File: src/rtl/lcd_spi_writer_pkg.sv
// Shared LCD definitions: writer state encoding, panel command bytes and
// RGB565 colour constants used by the picture and graphics generators.
package lcd_spi_writer_pkg;

  typedef enum logic [2:0] {
    ST_IDLE,
    ST_SETUP,
    ST_SHIFT_LO,
    ST_SHIFT_HI,
    ST_HOLD,
    ST_DONE,
    ST_GAP
  } wr_state_t;

  // Window setup and memory write commands.
  localparam logic [7:0] LCD_CMD_CASET = 8'h2A;
  localparam logic [7:0] LCD_CMD_RASET = 8'h2B;
  localparam logic [7:0] LCD_CMD_RAMWR = 8'h2C;

  localparam logic [15:0] COLOR_BLACK  = 16'h0000;
  localparam logic [15:0] COLOR_WHITE  = 16'hFFFF;
  localparam logic [15:0] COLOR_RED    = 16'hF800;
  localparam logic [15:0] COLOR_GREEN  = 16'h07E0;
  localparam logic [15:0] COLOR_BLUE   = 16'h001F;
  localparam logic [15:0] COLOR_YELLOW = 16'hFFE0;

  // States whose duration is timed by the sclk phase counter.
  function automatic logic is_timed_phase(input wr_state_t s);
    return s inside {ST_SETUP, ST_SHIFT_LO, ST_SHIFT_HI};
  endfunction

endpackage

File: src/rtl/lcd_spi_phase_cnt.sv
// Counts sys_clk cycles within one sclk half-period and strobes on the last.
module lcd_spi_phase_cnt #(
  parameter int HALF_PERIOD = 2
) (
  input  logic sys_clk,
  input  logic sys_rst_n,
  input  logic run,
  output logic phase_end
);

  localparam logic [3:0] LAST = 4'(HALF_PERIOD - 1);

  logic [3:0] cnt;

  // NOTE: sequential state is written with <= only, so every register samples
  // the pre-edge values of its neighbours regardless of block ordering.
  always_ff @(posedge sys_clk or negedge sys_rst_n) begin
    if (!sys_rst_n) begin
      cnt <= '0;
    end else if (!run || cnt == LAST) begin
      cnt <= '0;
    end else begin
      cnt <= cnt + 4'd1;
    end
  end

  assign phase_end = run && (cnt == LAST);

endmodule

File: src/rtl/lcd_spi_writer.sv
// Serialises one 9-bit D/C + byte word onto a 4-wire SPI LCD, MSB first,
// with a guaranteed idle gap after each wr_done pulse.
module lcd_spi_writer
  import lcd_spi_writer_pkg::*;
#(
  parameter int HALF_PERIOD = 2,
  parameter int GAP_CYCLES  = 2
) (
  input  logic       sys_clk,
  input  logic       sys_rst_n,
  input  logic       en_write,
  input  logic [8:0] data,
  output logic       wr_done,
  output logic       busy,
  output logic       lcd_cs,
  output logic       lcd_dc,
  output logic       lcd_sclk,
  output logic       lcd_mosi
);

  localparam logic [2:0] GAP_LAST = 3'(GAP_CYCLES - 1);

  wr_state_t  state;
  logic [7:0] shreg;
  logic [2:0] bit_cnt;
  logic [2:0] gap_cnt;
  logic       phase_end;

  lcd_spi_phase_cnt #(
    .HALF_PERIOD(HALF_PERIOD)
  ) u_phase_cnt (
    .sys_clk  (sys_clk),
    .sys_rst_n(sys_rst_n),
    .run      (is_timed_phase(state)),
    .phase_end(phase_end)
  );

  // Outputs are assigned on the edge that enters a state, so each registered
  // output already shows the new state's value during that state's first cycle.
  always_ff @(posedge sys_clk or negedge sys_rst_n) begin
    if (!sys_rst_n) begin
      state    <= ST_IDLE;
      shreg    <= '0;
      bit_cnt  <= '0;
      gap_cnt  <= '0;
      wr_done  <= 1'b0;
      busy     <= 1'b0;
      lcd_cs   <= 1'b1;
      lcd_dc   <= 1'b0;
      lcd_sclk <= 1'b1;
      lcd_mosi <= 1'b0;
    end else begin
      wr_done <= 1'b0;
      unique case (state)
        ST_IDLE: begin
          if (en_write) begin
            shreg    <= data[7:0];
            lcd_dc   <= data[8];
            lcd_mosi <= data[7];
            lcd_cs   <= 1'b0;
            lcd_sclk <= 1'b1;
            busy     <= 1'b1;
            bit_cnt  <= '0;
            state    <= ST_SETUP;
          end
        end
        ST_SETUP: begin
          if (phase_end) begin
            lcd_sclk <= 1'b0;
            lcd_mosi <= shreg[7];
            state    <= ST_SHIFT_LO;
          end
        end
        ST_SHIFT_LO: begin
          if (phase_end) begin
            lcd_sclk <= 1'b1;
            state    <= ST_SHIFT_HI;
          end
        end
        ST_SHIFT_HI: begin
          if (phase_end) begin
            if (bit_cnt == 3'd7) begin
              state <= ST_HOLD;
            end else begin
              // Next bit goes out together with the falling sclk edge.
              bit_cnt  <= bit_cnt + 3'd1;
              shreg    <= {shreg[6:0], 1'b0};
              lcd_mosi <= shreg[6];
              lcd_sclk <= 1'b0;
              state    <= ST_SHIFT_LO;
            end
          end
        end
        ST_HOLD: begin
          wr_done <= 1'b1;
          lcd_cs  <= 1'b1;
          state   <= ST_DONE;
        end
        ST_DONE: begin
          gap_cnt <= '0;
          state   <= ST_GAP;
        end
        ST_GAP: begin
          if (gap_cnt == GAP_LAST) begin
            busy  <= 1'b0;
            state <= ST_IDLE;
          end else begin
            gap_cnt <= gap_cnt + 3'd1;
          end
        end
        default: state <= ST_IDLE;
      endcase
    end
  end

endmodule

File: config.mk
export PLATFORM = sky130hd
export DESIGN_NAME = lcd_spi_writer
export DESIGN_NICKNAME = d
export VERILOG_FILES = /design/src/rtl/lcd_spi_writer_pkg.sv /design/src/rtl/lcd_spi_phase_cnt.sv /design/src/rtl/lcd_spi_writer.sv
export SDC_FILE = /design/constraint.sdc
export NUM_CORES = 1
export LEC_CHECK = 0
export CAP_MARGIN = 25
export CORE_MARGIN = 5
export CORE_UTILIZATION = 43
export DETAILED_ROUTE_END_ITERATION = 16
export SYNTH_ARGS = -nofsm -noshare
export SYNTH_HDL_FRONTEND = slang
export SYNTH_SLANG_ARGS = --single-unit
File: constraint.sdc
create_clock -name sys_clk -period 3.2 [get_ports sys_clk]
set_input_delay 0.32 -clock sys_clk [delete_from_list [all_inputs] [get_ports sys_clk]]
set_output_delay 0.32 -clock sys_clk [all_outputs]
set_load 0.02 [all_outputs]
== Yosys cells after proc, flatten, opt, wreduce, memory -nomap -nowiden ==
Cells that the tools add are included.
Storage, ports and cells
  input port bits: 12
  register bits after elaboration: 27
  output and inout bits: 6
  logic and storage cells: 83
Operators by class
  add/sub/neg operators: 3
  equal/unequal tests: 16
  reductions and logical operators: 19
  mux-type cells: 34
Operators by type and width (number)
  $mux 3: 10
  $mux 8: 3
  $pmux 3 s7: 1
  $pmux 8 s2: 1
  $ne 2x2->1 const B: 7
  $eq 3x3->1 const B: 4
  $mux 1: 12
  $pmux 3 s2: 2
  $reduce_and 5->1: 2
  $reduce_bool 2->1: 4
  $add 3x1->3 const B: 2
  $eq 3x1->1 const B: 2
  $eq 3x2->1 const B: 2
  $reduce_and 2->1: 3
  $reduce_and 6->1: 1
  $reduce_bool 3->1: 2
  $add 4x1->4 const B: 1
  $eq 4x1->1 const B: 1
  $mux 4: 1
  $pmux 1 s2: 2
  $pmux 1 s4: 1
  $reduce_and 4->1: 1
  $reduce_bool 4->1: 1
  $logic_not 3->1: 1
  5 further kinds: 5

== Logic depth before layout (Yosys ltp) ==
  depth after elaboration: 5
  depth in mapped cells: 7

== By module ==
A second synthesis with hierarchy kept.
Second synthesis, totals
  cell total of the unflattened synthesis: 162
  area total of the unflattened synthesis: 1507.7 sq um
Modules (own cells, without submodules)
  lcd_spi_writer: cells an instance 144, area each 1303.8 sq um, seq. area each 578.1 sq um, instances 1
  lcd_spi_phase_cnt: cells an instance 18, area each 203.9 sq um, seq. area each 100.1 sq um, instances 1

== Worst setup path after synthesis ==
No wires, ideal clock.
  path kind: reg-to-reg
  start point: reg u_phase_cnt.cnt[0]
  end point: reg bit_cnt[0]
  buffers on the path: 1
  path slack: 1.578 ns
  required time: 3.075 ns
  stages on the path, launching flop included: 7
  data arrival time: 1.497 ns
  period minus slack after synthesis: 1.622 ns
  setup time: 0.125 ns
  cells stage by stage: dfrtp_1 -> ha_1 -> nor3b_2 -> nor3b_2 -> o21ai_2 -> buf_6 -> mux2_4
On the way
  cells in the longest elaborated chain, start to end: 4
Ends and longest elaborated chain
  from (decl): RTL line lcd_spi_phase_cnt.sv:13  | logic [3:0] cnt;
  from (signal assigned): RTL line lcd_spi_phase_cnt.sv:23  | cnt <= cnt + 4'd1;
  $eq 4x1->1: RTL line lcd_spi_phase_cnt.sv:27  | assign phase_end = run && (cnt == LAST);
  $logic_and 1x1->1: RTL line lcd_spi_phase_cnt.sv:27
  $ne 2x2->1 (no line)
  $reduce_and 4->1 (no line)
  to (signal assigned): RTL line lcd_spi_writer.sv:86  | bit_cnt <= bit_cnt + 3'd1;
  to (decl): RTL line lcd_spi_writer.sv:25  | logic [2:0] bit_cnt;
No other way between the ends.
A chain may end at the register's enable or synchronous reset.

== Worst setup path after layout ==
  start point: reg state[0]
  end point: reg shreg[7]
On the way
  cells in the longest elaborated chain, start to end: 5
  elaborated cells between the ends (all ways): 12
  those cells by class: eq/ne (6); mux (1); reduce/logical (5)
Ends and longest elaborated chain
  from (decl): RTL line lcd_spi_writer.sv:23  | wr_state_t state;
  from (signal assigned): RTL line lcd_spi_writer.sv:42  | state <= ST_IDLE;
  from (signal assigned): RTL line lcd_spi_writer.sv:64  | state <= ST_SETUP;
  from (signal assigned): RTL line lcd_spi_writer.sv:71  | state <= ST_SHIFT_LO;
  $eq 3x1->1 (tied with other cells): RTL line lcd_spi_writer_pkg.sv:29  | return s inside {ST_SETUP, ST_SHIFT_LO, ST_SHIFT_HI};
  $reduce_bool 3->1: RTL line lcd_spi_writer_pkg.sv:29
  $logic_and 1x1->1: RTL line lcd_spi_phase_cnt.sv:27
  $ne 2x2->1 (no line)
  $reduce_and 4->1 (no line)
  to (signal assigned): RTL line lcd_spi_writer.sv:57  | shreg <= data[7:0];
  to (signal assigned): RTL line lcd_spi_writer.sv:87  | shreg <= {shreg[6:0], 1'b0};
  to (decl): RTL line lcd_spi_writer.sv:24  | logic [7:0] shreg;
Several ways; a longest one is shown, not always the timed one.

==> results.md <==
- P&R area growth vs syn: 12.32%
- Total wire length: roughly 2500 um
- Tot GR Track Use: 11.20%
- Vias in the first global route: about 950
- Crit path time final: approximately 2100 ps
- CTS tree: built
- Vias: 980
- Gpl congestion: between 0.6 and 0.7
- Post-layout total power: 0.001446 W
- Lkg Pwr: between 0.7 and 0.8 nW
- Largest net degree at the start of global routing: 28
- Drt first pass iters: 4
- Unrepaired setup endpoints after global routing: no
- Crit path required time: roughly 3400 ps
- Max Clock Skew: roughly 7 ps
- Core box area: 3390 sq um
- Num CTS Buffers: 3
- Worst vdd ir: between 0.4 and 0.5 mV
- Crit-path max FO: 22
- Antenna violations before repair: 0
- Yosys top cell area share: between 40% and 50%
- Slowest CP cell: dfrtp_1
- Cells after Synth: approximately 140
- Worst EP arrival: 2380 ps
- Post-synthesis sequential area ratio: approximately 44%
- Die W: slightly below 70 um
- Critical path's top delay family: flip-flops
- GR Overflow Total: 0
- PD cells: roughly 840 nW/um^2
- Worst-Skew Late Latency: about 320 ps
- Top_reg_cell synth: dfrtp_1
- Most area-consuming cells after synthesis: dfrtp_1 41%, mux2_4 7.9%, mux2_2 7.4%, ha_1 4.9%, dfstp_2 3.4%
- Drt wl/cell: approximately 13 um
- Worst min path class: in -> async
- Post-CTS sizing: 0
- Post-DRT Antenna Nets: 0
- HPWL Detailed: between 1500 and 2000 um
- Stages on the worst setup path: 3
- Final setup viols: 0
- Top cell type by total area after synthesis: dfrtp_1
- Core Util, Final: between 50% and 60%
- CTS Sinks: 27
- Synthesized net count: approximately 150
- Worst Tran Pin Value: ~760 ps
- CP Buf/Inv Count: 0
- Critical path launch point type: register
- Slew headroom: 49.02%
- First-pass GRT wire length: about 4500 um
- Synth Register Bits: 27
- Status: completed
- Setup Fix Bufs, Post-CTS: 0
- DRC errors left: 0
- Final worst path period share: between 60 and 70%
- Die ar.: around 4800 sq um
- R2R cell count: 3
- CTS Buffer Depth: 2
- Fmax: 465.7 MHz
- H-tree levels: 1
- Final slew viol count: 0
- I/O Pins: 18
- Final setup TNS: 0 ps
- Ys async rst share: between 90% and 100%
- Syn avg cell area: around 11 sq um
- Row count: 21
- Initial Util: about 45%
- Nets: approximately 170
- Max Cap Viol: 0
- Via/cell ratio: between 5 and 6
- Initial DRC count: 60
- Worst path max stage delay: approximately 800 ps
- Port bufs: 17
- Die Y-Extent: about 70 um
- Synthesized area: 1524 sq um
- Post-synth EDFFs: 0
- Share of post-route cells with drive strength above 1: a little over a fifth
- CTS clock-pin slew for the worst setup and hold paths: ~140 ps
- Netlist cell types: 39
- Fin. Hold Viols: 0
- Critical Path Sink Type: register
- Synth warn: 0
- Setup CP Type: reg -> reg
- Root buffer cell: clkbuf_4
- Hold_buf cts: 0
- Crit-path cells: nor2_2, o21ai_2, mux2_2
- Diode count: 0
==> sequential cells by signal (all words and copies together) (netlist names) <==
signal / count
shreg: 8
u_phase_cnt.cnt: 4
bit_cnt: 3
gap_cnt: 3
state: 3
busy: 1
lcd_cs: 1
lcd_dc: 1
lcd_mosi: 1
lcd_sclk: 1
wr_done: 1
==> kinds of logic (layout without fill, tap and decap cells) <==
group | Yosys count | after routing | synth area share (%)
buffers and inverters | 14 | 27 | 6.158
AOI/OAI and AO/OA | 21 | 21 | 10.02
xor gates and xnor gates | 2 | 2 | 1.150
DFF | 27 | 27 | 44.50
and+or+nand+nor | 43 | 43 | 15.35
adders and majority gates | 6 | 6 | 4.926
muxes | 22 | 22 | 17.90
==> metal layers <==
metal | vias to the layer above | share of wire (%) | GRT usage (%)
li1 | 495 | - | -
met1 | 462 | 49 | 15.05
met2 | 21 | 45 | 17.48
met3 | 2 | 5.3 | 4.058
met4 | 0 | 0.44 | 1.952
met5 | - | 0 | 0
==> cells in the mapped netlist, types with 3 or more instances <==
library cell and instances:
dfrtp_1 25, nand2_1 12, mux2_2 10, nor2_1 9, mux2_4 8, ha_1 6, inv_1 5, o21ai_0 5
a21o_1 4, mux2i_1 4, a22o_1 3, nand2b_1 3, nor2b_1 3, nor3_1 3
==> placed cells by master, fill, tap and decap left out, types with 2 or more instances in the layout <==
cell             instances
clkdlybuf4s50_1         17
dfstp_2                  2
nor2b_1                  3
a22o_1                   3
mux2_4                   8
mux2i_1                  4
a32o_1                   2
dfrtp_1                 25
nor4_1                   2
o21ai_0                  5
nor2_1                   9
nand2b_1                 3
inv_1                    5
nand2_1                 12
nor3_1                   3
clkbuf_4                 3
a21o_1                   4
nor3b_2                  2
mux2_2                  10
a21oi_1                  2
ha_1                     6
nor2_2                   2
==> area by class of cell <==
type                            count  area [sq um]
Multi-Input combinational cell     94         752.0
Fill cell                         314          1678
Timing Repair Buffer               18         177.7
Clock inverter                      1         5.005
Inverter                            5         18.77
Tap cell                           46         57.56
Sequential cell                    27         678.2
Clock buffer                        3         22.52
==> stage by stage <==
step	hold slack, ps	std cells	setup WS, ps	instance area [sq um]
after global placement	453.8	190	1121	1684
after CTS	346.5	194	1029	1712
after detailed placement	462.5	190	1034	1684
after global routing	361.5	194	917.1	1712
final	340.9	194	1053	1712
after floorplan	24.41	135	1578	1524
==> final timing paths <==
path | from | slack (ps) | to
min | sys_rst_n | 340 | u_phase_cnt.cnt[1]
max reg2reg | state[0] | 1050 | shreg[7]
min in group sys_clk | lcd_sclk | 480 | lcd_sclk
max | state[0] | 1050 | shreg[7]
max in group asynchronous | sys_rst_n | 2550 | lcd_sclk
min reg2reg | lcd_sclk | 480 | lcd_sclk
==> where the power goes <==
group	switching [W]	internal [W]	total (W)
clock network	0.0000988	0.0000468	0.000146
logic	0.000297	0.000389	0.000686
registers	0.000140	0.000474	0.000614
total	0.000536	0.000910	0.00145
Power figures use the tool's default switching activity.
